==> src/rtl/alu_pkg.sv <==
// alu_pkg: shared constants for the Y86-64 execute-path ALU.
//   FUN_*     : OPq function codes (Y86 ifun)
//   CC_*      : bit positions of ZF/SF/OF inside a 3-bit flag vector
//   CC_RESET  : architectural condition codes after reset (ZF=1)
package alu_pkg;

  localparam int unsigned FUN_ADD = 0;
  localparam int unsigned FUN_SUB = 1;
  localparam int unsigned FUN_AND = 2;
  localparam int unsigned FUN_XOR = 3;

  localparam int unsigned CC_ZF = 2;
  localparam int unsigned CC_SF = 1;
  localparam int unsigned CC_OF = 0;

  localparam logic [2:0] CC_RESET = 3'b100;

endpackage

==> src/rtl/alu_comb.sv <==
// alu_comb: purely combinational WIDTH-bit OPq datapath.
//   fun   : function code (0=add, 1=sub, 2=and, 3=xor, others illegal)
//   a, b  : valA / valB, two's complement
//   res   : result (b+a, b-a, a&b, a^b); zero for an illegal code
//   flags : {ZF,SF,OF} of res; zero for an illegal code
//   err   : illegal function code
module alu_comb
  import alu_pkg::*;
#(
  parameter int unsigned WIDTH = 64,
  parameter int unsigned FUNW  = 4
) (
  input  logic [FUNW-1:0]  fun,
  input  logic [WIDTH-1:0] a,
  input  logic [WIDTH-1:0] b,
  output logic [WIDTH-1:0] res,
  output logic [2:0]       flags,
  output logic             err
);

  always_comb begin
    res   = '0;
    flags = '0;
    err   = 1'b0;
    case (fun)
      FUNW'(FUN_ADD): begin
        res          = b + a;
        flags[CC_OF] = (a[WIDTH-1] == b[WIDTH-1]) && (res[WIDTH-1] != a[WIDTH-1]);
      end
      FUNW'(FUN_SUB): begin
        // Y86 subtracts valA from valB
        res          = b - a;
        flags[CC_OF] = (a[WIDTH-1] != b[WIDTH-1]) && (res[WIDTH-1] != b[WIDTH-1]);
      end
      FUNW'(FUN_AND): res = a & b;
      FUNW'(FUN_XOR): res = a ^ b;
      default:        err = 1'b1;
    endcase
    if (!err) begin
      flags[CC_ZF] = (res == '0);
      flags[CC_SF] = res[WIDTH-1];
    end
  end

endmodule

==> src/rtl/alu_pipe.sv <==
// alu_pipe: two-stage valid/ready pipelined ALU owning the {ZF,SF,OF} register.
//   clk, rst            : rising-edge clock, async active-high reset
//   in_valid/in_ready   : operation handshake (fun, a, b, set_cc)
//   out_valid/out_ready : result handshake (res, flags, err)
//   cc                  : architectural condition codes, written only when a
//                         flag-setting, error-free result is accepted
module alu_pipe
  import alu_pkg::*;
#(
  parameter int unsigned WIDTH = 64,
  parameter int unsigned FUNW  = 4
) (
  input  logic             clk,
  input  logic             rst,
  input  logic             in_valid,
  output logic             in_ready,
  input  logic [FUNW-1:0]  in_fun,
  input  logic [WIDTH-1:0] in_a,
  input  logic [WIDTH-1:0] in_b,
  input  logic             in_set_cc,
  output logic             out_valid,
  input  logic             out_ready,
  output logic [WIDTH-1:0] out_res,
  output logic [2:0]       out_flags,
  output logic             out_err,
  output logic [2:0]       cc
);

  logic             s1_valid_q, s1_valid_d;
  logic [FUNW-1:0]  s1_fun_q, s1_fun_d;
  logic [WIDTH-1:0] s1_a_q, s1_a_d;
  logic [WIDTH-1:0] s1_b_q, s1_b_d;
  logic             s1_set_cc_q, s1_set_cc_d;

  logic             s2_valid_q, s2_valid_d;
  logic [WIDTH-1:0] s2_res_q, s2_res_d;
  logic [2:0]       s2_flags_q, s2_flags_d;
  logic             s2_err_q, s2_err_d;
  logic             s2_set_cc_q, s2_set_cc_d;

  logic [2:0]       cc_q, cc_d;

  logic             s1_adv, in_xfer, out_xfer;
  logic [WIDTH-1:0] alu_res;
  logic [2:0]       alu_flags;
  logic             alu_err;

  alu_comb #(.WIDTH(WIDTH), .FUNW(FUNW)) u_alu (
    .fun   (s1_fun_q),
    .a     (s1_a_q),
    .b     (s1_b_q),
    .res   (alu_res),
    .flags (alu_flags),
    .err   (alu_err)
  );

  assign s1_adv   = s1_valid_q && (!s2_valid_q || out_ready);
  assign in_ready = !s1_valid_q || s1_adv;
  assign in_xfer  = in_valid && in_ready;
  assign out_xfer = s2_valid_q && out_ready;

  assign out_valid = s2_valid_q;
  assign out_res   = s2_res_q;
  assign out_flags = s2_flags_q;
  assign out_err   = s2_err_q;
  assign cc        = cc_q;

  always_comb begin
    s1_valid_d  = s1_valid_q;
    s1_fun_d    = s1_fun_q;
    s1_a_d      = s1_a_q;
    s1_b_d      = s1_b_q;
    s1_set_cc_d = s1_set_cc_q;
    if (in_xfer) begin
      s1_valid_d  = 1'b1;
      s1_fun_d    = in_fun;
      s1_a_d      = in_a;
      s1_b_d      = in_b;
      s1_set_cc_d = in_set_cc;
    end else if (s1_adv) begin
      s1_valid_d  = 1'b0;
    end

    s2_valid_d  = s2_valid_q;
    s2_res_d    = s2_res_q;
    s2_flags_d  = s2_flags_q;
    s2_err_d    = s2_err_q;
    s2_set_cc_d = s2_set_cc_q;
    if (s1_adv) begin
      s2_valid_d  = 1'b1;
      s2_res_d    = alu_res;
      s2_flags_d  = alu_flags;
      s2_err_d    = alu_err;
      s2_set_cc_d = s1_set_cc_q;
    end else if (out_xfer) begin
      s2_valid_d  = 1'b0;
    end

    // CC commits at retirement only, so a stalled result never leaks into cc
    cc_d = cc_q;
    if (out_xfer && s2_set_cc_q && !s2_err_q) begin
      cc_d = s2_flags_q;
    end
  end

  always_ff @(posedge clk or posedge rst) begin
    if (rst) begin
      s1_valid_q  <= 1'b0;
      s1_fun_q    <= '0;
      s1_a_q      <= '0;
      s1_b_q      <= '0;
      s1_set_cc_q <= 1'b0;
      s2_valid_q  <= 1'b0;
      s2_res_q    <= '0;
      s2_flags_q  <= '0;
      s2_err_q    <= 1'b0;
      s2_set_cc_q <= 1'b0;
      cc_q        <= CC_RESET;
    end else begin
      s1_valid_q  <= s1_valid_d;
      s1_fun_q    <= s1_fun_d;
      s1_a_q      <= s1_a_d;
      s1_b_q      <= s1_b_d;
      s1_set_cc_q <= s1_set_cc_d;
      s2_valid_q  <= s2_valid_d;
      s2_res_q    <= s2_res_d;
      s2_flags_q  <= s2_flags_d;
      s2_err_q    <= s2_err_d;
      s2_set_cc_q <= s2_set_cc_d;
      cc_q        <= cc_d;
    end
  end

endmodule

==> config.mk <==
export PLATFORM = sky130hd
export DESIGN_NAME = alu_pipe
export DESIGN_NICKNAME = d
export VERILOG_FILES = /design/src/rtl/alu_pkg.sv /design/src/rtl/alu_comb.sv /design/src/rtl/alu_pipe.sv
export SDC_FILE = /design/constraint.sdc
export NUM_CORES = 1
export LEC_CHECK = 0
export ABC_AREA = 1
export ABC_CLOCK_PERIOD_IN_PS = 8700
export CAP_MARGIN = 25
export CORE_MARGIN = 2
export CORE_UTILIZATION = 65
export CTS_BUF_LIST = sky130_fd_sc_hd__clkbuf_16
export CTS_CLUSTER_SIZE = 24
export DETAILED_ROUTE_END_ITERATION = 10
export DONT_BUFFER_PORTS = 1
export PLACE_DENSITY = 0.81
export REMOVE_ABC_BUFFERS = 1
export SYNTH_ARGS = -nofsm -noshare
export SYNTH_HDL_FRONTEND = slang
export SYNTH_SLANG_ARGS = --single-unit
export TNS_END_PERCENT = 50
==> constraint.sdc <==
create_clock -name clk -period 8.7 [get_ports clk]
set_input_delay 2.175 -clock clk [delete_from_list [all_inputs] [get_ports clk]]
set_output_delay 2.175 -clock clk [all_outputs]
set_load 0.05 [all_outputs]
---- Yosys cells after proc, flatten, opt, wreduce, memory -nomap -nowiden ----
Index checks and enable logic that the tools add are counted.
storage, ports and cells
  register bits after elaboration ......... 207
cells by class
  add/subtract/negate cells ............... 2
  equality and inequality tests ........... 7
  muxes and demuxes ....................... 8
  bitwise operators ....................... 2
  reduce and logical (&&, ||, !) cells .... 17
operator list
  cell                number
  $pmux 64 s4         1
  $add 64x64->64      1
  $and 64x64->64      1
  $logic_not 64->1    1
  $sub 64x64->64      1
  $xor 64x64->64      1
  $eq 4x2->1 const B  2
  $logic_and 1x1->1   7
  $mux 1              5
  $eq 4x1->1 const B  1
  $logic_not 4->1     1
  $reduce_bool 2->1   2
  $reduce_or 4->1     1
  $logic_not 1->1     3
  $ne 1x1->1          3
  $logic_or 1x1->1    2
  $mux 2              1
  $pmux 1 s2          1
  $eq 1x1->1          1

---- Depth between registers and ports, before layout ----
Gate-level depths: netlist of the first run.
  depth after elaboration ................. 6
  depth in mapped cells ................... 25

---- Modules after synthesis ----
From an unflattened synthesis of the first run, not the netlist that was laid out.
second synthesis, totals
  cell total of the unflattened synthesis .. 3900
  area, all modules ....................... 22624.2 um^2
modules (own cells, without submodules)
  module    times used  cells an instance  area an instance (um^2)  sequential area each (um^2)
  alu_comb  1           2999               14473.9                  0.0
  alu_pipe  1           901                8150.3                   5181.2

---- Worst setup path after synthesis of the first run ----
No wires, ideal clock.
  kind .................................... input to output
  start ................................... in out_ready
  end ..................................... out in_ready
  arrival ................................. 2.635 ns
  required time ........................... 6.525 ns
  setup slack ............................. 3.890 ns
  stages .................................. 2
  buffers on the path ..................... 0
  cell sequence ........................... inv_1 > nand3_1
on the way
  cells in the longest elaborated chain, start to end .. 3
RTL lines
  element             line            text
  start: declaration  alu_pipe.sv:22  input logic out_ready,
  $logic_or 1x1->1    alu_pipe.sv:57  assign s1_adv = s1_valid_q && (!s2_valid_q || out_ready);
  $logic_and 1x1->1   alu_pipe.sv:57
  $logic_or 1x1->1    alu_pipe.sv:58  assign in_ready = !s1_valid_q || s1_adv;
  end: declaration    alu_pipe.sv:16  output logic in_ready,
No other way between the ends.

---- Worst setup path after layout of the first run ----
Ends and elaborated chain as after synthesis.

==> results of run 1 <==
==> cells by family after synthesis <==
logic type	after synthesis
xor gates and xnor gates	4
buffers and inverters	774
muxes	71
and+or+nand+nor	1996
adders and majority gates	130
DFF	206
AOI/OAI and AO/OA	366
==> stage by stage <==
stage	setup WS [ns]	util
2_1_floorplan	0.903	-
3_3_place_gp	3.83	0.656
3_5_place_dp	3.81	0.656
4_1_cts	3.77	0.678
5_1_grt	3.72	0.679
6_report	3.77	0.679
==> power groups by stage <==
stage | sequential [mW] | combinational [mW] | clock, mW
finish | 1.60 | 3.07 | 0.951
floorplan | 1.56 | 2.04 | 0
global route | 1.62 | 3.30 | 0.989
CTS | 1.60 | 2.91 | 0.954
global placement | 1.59 | 2.81 | 0
detailed placement | 1.61 | 2.88 | 0
==> area by class of cell <==
cell class | count | area (um2)
Sequential cell | 206 | 5160
Clock buffer | 23 | 576
Timing Repair Buffer | 11 | 103
Fill cell | 2935 | 10500
Multi-Input combinational cell | 2567 | 13100
Antenna cell | 1 | 2.50
Inverter | 656 | 2470
Clock inverter | 19 | 139
Tap cell | 442 | 553
==> metal layers <==
| metal | vias up | routed length, um | track usage |
|---|---|---|---|
| li1 | 10800 | - | - |
| met1 | 10600 | 30700 | 0.574 |
| met2 | 1582 | 33500 | 0.695 |
| met3 | 298 | 11700 | 0.156 |
| met4 | 0 | 4270 | 0.207 |
| met5 | - | 0 | 0 |
==> how the worst max path moves through the flow <==
stage,cells after the start,end
after floorplan,1,cc[0]
after global placement,2,in_ready
after detailed placement,2,in_ready
after CTS,2,in_ready
after global routing,2,in_ready
final,2,in_ready
==> synthesized netlist by cell type, types with 2 or more instances <==
library cell / count / area, um2
ha_1: 128 / 1600
nor2_1: 366 / 1370
dfrtp_1: 205 / 5130
inv_2: 22 / 82.6
nor4_2: 4 / 50.1
nand4_1: 37 / 231
nor2_2: 61 / 382
nand2_2: 38 / 238
nand3_2: 18 / 180
xor2_1: 4 / 35.0
nor2_4: 13 / 146
buf_6: 27 / 304
clkinv_1: 2 / 7.51
nand3b_1: 11 / 82.6
o21ai_0: 97 / 485
buf_2: 25 / 125
nor3_2: 12 / 120
and2_1: 3 / 18.8
a22oi_1: 2 / 15.0
mux2_2: 71 / 800
fa_1: 2 / 40.0
o21bai_1: 12 / 90.1
a31oi_1: 3 / 18.8
nor3_1: 12 / 60.1
or2_0: 2 / 12.5
o22ai_1: 53 / 332
o21bai_2: 2 / 22.5
buf_4: 24 / 180
o21ai_1: 10 / 50.1
nand2_4: 4 / 45.0
clkbuf_1: 41 / 154
nand2_1: 1166 / 4380
inv_1: 632 / 2370
nand3_1: 245 / 1230
a21oi_1: 174 / 871
a21oi_2: 9 / 78.8
==> sequential cells by signal (all words and copies together), names as in the netlist <==
register and cells:
out_res 63, s1_set_cc_q 1, s1_b_q 64, s1_valid_q 1, out_valid 1, cc 3
s1_fun_q 4, s1_a_q 64, out_err 1, out_flags 3, s2_set_cc_q 1
==> placed cells by master (no fill, tap or decap), types with 61 or more instances in the layout <==
cell        n
o21ai_0    97
mux2_2     71
a21oi_1   174
nor2_1    365
nor2_2     61
nand3_1   245
nand2_1  1164
inv_1     633
ha_1      128
dfrtp_1   205
==> run metrics, run 1 <==
status=complete, no violations; Static Leak=12.3 nW; DR vias=23300; async set or reset register ratio after synthesis=1.00; post-route insts no fill=3925; Reg power frac=0.285; worst hold path stage count=1; Post-Place Cells=3881; worst clock skew=0.0190 ns; worst flop-to-flop path startpoint=s1_a_q[0]; vias in the first global route=21300; yosys warns=0; Crit. End Element=output pin; width of the die=186 um; row cnt=66; Post-synth EDFFs=0; Setup-failing EPs final=0; endpoints failing hold=0; internal cell power=2.49 mW; crit path time final=4.93 ns; Max Freq=203 MHz; first-pass GRT wire length=118000 um; core area=32500 um2; CTS H-Tree Depth=1; Num CTS Buffers=23; area grow syn2layout=2.99%; GRT overflow=0; initial antenna violation count=0; I/O Buffers=0; DRT Wirelength=80200 um; initial drt markers=3117; Clock transition at path regs=0.06 ns; DIE AREA=34400 um2; post-synthesis cell area=21400 um2; CTS Hold Bufs=0; # IOs=210; VDD IR-drop max=0.219 mV; crit path DAT=2.75 ns; Hold Startpoint=s1_b_q[21]; CTS Buffer Depth=3; power density cells=255 nW/um2; Adder-Cell Fraction of Synth Area=0.0766; Initial Util=0.659; Clock Power Share=0.169; crit-path max cell delay=0.50 ns; Slowest-stage cell, CP=nand3_1; fin area=22100 um2; RR Endpoint=out_flags[2]; Final GP Congestion=1.09; GRT Overall Usage=0.453; Worst path top cell family by delay=simple AND/OR/NAND/NOR gates; pins over their slew limit=0; Worst slew margin=0.290; Post-Place Cell Area=21300 um2; R2R depth=23; CP startpoint kind=input pin; Crit Path Max Fanout=3; Worst Hold Path EP=s1_b_q[21]; number of routed nets with antenna violations=0; share of cells above drive strength 1=0.0873; origin of the worst setup path=out_ready; period utilization=0.567; simple-gate area share of the yosys netlist=0.400; max-cap viol count=0; Initial DRT Pass Iterations=9; nets=3732; HP Class=flip-flop to flip-flop; per-cell routed wire length=20.4 um; compound-gate portion of the synthesized area=0.0930; CTS tree=yes; Seq/Total Area, Yosys=0.241; Netlist cell types=46; clock tree root driver cell=clkbuf_16; via/cell ratio=5.93; Crit Path Class=input pin to output pin; Synth Area per Inst=6.04 um2; hpwl dp=63400 um; die height=186 um; leading register cell type out of synthesis=dfrtp_1; post-synthesis mux area share=0.0373; setup_tns=0 ns; setup bufs post-CTS=0; Net Sw Power=3.13 mW; critical path cell sequence=inv_1 > nand3_1; TritonCTS Sinks=206; total power draw=5.62 mW; cts repair resizes=0; Hold Slack=0.543 ns; Post-Synth XOR/XNOR Area=0.00163; flop-to-flop setup slack=4.73 ns; main combinational cell family by area after synthesis=simple AND/OR/NAND/NOR gates; Least-Margin Pin Slew=1.06 ns; Worst EP required=6.53 ns; Sw Share=0.557; post-synthesis cell count=3547; setup repair after global routing missed its margin=false; #FFs+latches synth=206; WP buf/inv=1; worst skew pair latency=0.57 ns; DR DRC count=0; largest net degree at the start of global routing=106; combinational power share=0.546
Power figures use the tool's default switching activity.
==> inputs of run 2 (changes only) <==
--- a/config.mk
+++ b/config.mk
@@ -6,15 +6,15 @@
 export NUM_CORES = 1
 export LEC_CHECK = 0
 export ABC_AREA = 1
-export ABC_CLOCK_PERIOD_IN_PS = 8700
+export ABC_CLOCK_PERIOD_IN_PS = 4100
 export CAP_MARGIN = 25
 export CORE_MARGIN = 2
-export CORE_UTILIZATION = 65
+export CORE_UTILIZATION = 60
 export CTS_BUF_LIST = sky130_fd_sc_hd__clkbuf_16
 export CTS_CLUSTER_SIZE = 24
 export DETAILED_ROUTE_END_ITERATION = 10
 export DONT_BUFFER_PORTS = 1
-export PLACE_DENSITY = 0.81
+export PLACE_DENSITY = 0.79
 export REMOVE_ABC_BUFFERS = 1
 export SYNTH_ARGS = -nofsm -noshare
 export SYNTH_HDL_FRONTEND = slang
==> constraint.sdc (replaced) <==
create_clock -name clk -period 4.1 [get_ports clk]
set_input_delay 1.025 -clock clk [delete_from_list [all_inputs] [get_ports clk]]
set_output_delay 1.025 -clock clk [all_outputs]
set_load 0.05 [all_outputs]
==> run metrics, run 2 (synthesis results as in run 1) <==
largest net degree at the start of global routing=119 (was 106); first-pass GRT wire length=122000 um (was 118000 um); worst clock skew=0.0328 ns (was 0.0190 ns); Fillers=3393 (was 2935); CTS Hold Bufs=0 (unchanged); Worst EP required=4.60 ns (was 6.53 ns); origin of the worst setup path=s1_a_q[10] (was out_ready); Least-Margin Pin Slew=1.08 ns (was 1.06 ns); Net Sw Power=6.63 mW (was 3.13 mW); status=complete, no violations (unchanged); per-cell routed wire length=20.8 um (was 20.4 um); CP startpoint kind=flip-flop (was input pin); share of cells above drive strength 1=0.0916 (was 0.0873); initial drt markers=3156 (was 3117); worst flop-to-flop path startpoint=s1_a_q[10] (was s1_a_q[0]); Initial Util=0.606 (was 0.659); clock tree root driver cell=clkbuf_16 (unchanged); area grow syn2layout=3.70% (was 2.99%); most frequent cells in the layout=nand2_1 (1164), inv_1 (633), nor2_1 (365) (unchanged); # IOs=210 (unchanged); Hold Startpoint=s1_set_cc_q (was s1_b_q[21]); crit path DAT=4.46 ns (was 2.75 ns); crit path time final=3.96 ns; VDD IR-drop max=0.468 mV (was 0.219 mV); TritonCTS Sinks=206 (unchanged); final core occ=0.628 (was 0.679); Sw Share=0.555 (was 0.557); Post-Place Cells=3912 (was 3881); DIE AREA=37300 um2 (was 34400 um2); DRT Wirelength=82200 um (was 80200 um); hpwl dp=66800 um (was 63400 um); endpoints failing hold=0 (unchanged); core area=35400 um2 (was 32500 um2); GRT overflow=0 (unchanged); pins over their slew limit=0 (unchanged); die height=193 um (was 186 um); total power draw=12.0 mW (was 5.62 mW); GRT Overall Usage=0.434 (was 0.453); cts repair resizes=0 (unchanged); internal cell power=5.32 mW (was 2.49 mW); flop-to-flop setup slack=0.14 ns (was 4.73 ns); period utilization=0.967; Reg power frac=0.284 (was 0.285); Final GP Congestion=1.07 (was 1.09); power density cells=538 nW/um2 (was 255 nW/um2); Crit Path Class=flip-flop to flip-flop (was input pin to output pin); initial antenna violation count=1 (was 0); CTS H-Tree Depth=1 (unchanged); Crit Path Max Fanout=11 (was 3); Num CTS Buffers=22 (was 23); max-cap viol count=0 (unchanged); via/cell ratio=5.88 (was 5.93); HP Class=flip-flop to flip-flop (unchanged); number of routed nets with antenna violations=0 (unchanged); DR DRC count=0 (unchanged); nets=3743 (was 3732); Clock transition at path regs=0.07 ns (was 0.06 ns); Crit. End Element=flip-flop (was output pin); setup repair after global routing missed its margin=false (unchanged); row cnt=69 (was 66); I/O Buffers=0 (unchanged); Max Freq=252 MHz; number of antenna repair diodes=0 (was 1); commonest non-fill, non-tap cell in the layout=nand2_1 (unchanged); Static Leak=12.3 nW (about the same); Worst slew margin=0.279 (was 0.290); vias in the first global route=21200 (was 21300); Setup-failing EPs final=0 (unchanged); post-route insts no fill=3953 (was 3925); combinational power share=0.547 (was 0.546); CTS Buffer Depth=3 (unchanged); worst skew pair latency=0.56 ns (was 0.57 ns); width of the die=193 um (was 186 um); DR vias=23300 (about the same); Clock Power Share=0.169 (about the same); Initial DRT Pass Iterations=7 (was 9); CTS tree=yes (unchanged); setup bufs post-CTS=0 (unchanged)
## run 2: cell types whose count changed in the layout (fill, tap and decap cells not counted), sizes merged
cell / delta
buf: +12
bufinv: +1
clkbuf: -1
diode: -1
inv: -2
## run 2: area by class of cell
type / instances / area [um2] / share of cell area
timing repair buffer: 23 / 230 / 0.0104
clock inverter: 18 / 166 / 0.00749
clock buffer: 22 / 551 / 0.0248
multi-input combinational: 2567 / 13100 / 0.588
tap: 461 / 577 / 0.0259
inverter: 656 / 2470 / 0.111
sequential: 206 / 5160 / 0.232
## run 2: power by group through the flow
stage / clock [mW] / sequential (mW) / combinational [mW]
2_1_floorplan: 0 / 3.31 / 4.33
3_3_place_gp: 0 / 3.38 / 6.10
3_5_place_dp: 0 / 3.42 / 6.18
4_1_cts: 2.04 / 3.38 / 6.23
5_1_grt: 2.12 / 3.44 / 7.04
6_report: 2.03 / 3.39 / 6.53
## run 2: worst paths after layout
path / endpoint / cells after the start
setup / recovery: out_flags[2] / 21
hold / removal: s2_set_cc_q / 2
setup reg to reg: out_flags[2] / 21
hold reg to reg: s2_set_cc_q / 2
max in group asynchronous: cc[2] / 2
min in group asynchronous: s1_b_q[22] / 1
## run 2: layer usage
metal / part of all wire / global-route usage
met2: 0.41 / 0.643
met3: 0.14 / 0.121
met4: 0.047 / 0.172
met5: 0.00019 / 0
met1: 0.41 / 0.596
## run 2: critical path: stages, from the launching register on
cell	delay [ns]
dfrtp_1	0.36
inv_1	0.07
ha_1	0.47
o21ai_0	0.58
nand2_1	0.10
nand2_1	0.17
inv_1	0.09
nand3_2	0.17
nand2_1	0.10
nand2_1	0.25
nand2_1	0.08
nand3_1	0.08
nand2_1	0.09
nor2_1	0.12
nand2_1	0.06
nor2_1	0.33
nand2_1	0.10
nor2_1	0.29
nand2_1	0.10
nor2_1	0.17
nand2_1	0.07
nand2_1	0.06
## run 2: through the flow
step	setup WS (ns)	area (um2)	hold WS, ns	setup TNS, ns
2_1_floorplan	-2.55	20700	0.436	-738.06
3_3_place_gp	0.478	21500	0.450	0
3_5_place_dp	0.461	21500	0.487	0
4_1_cts	0.435	22200	0.486	0
5_1_grt	0.0586	22200	0.520	0
6_report	0.135	22200	0.484	0
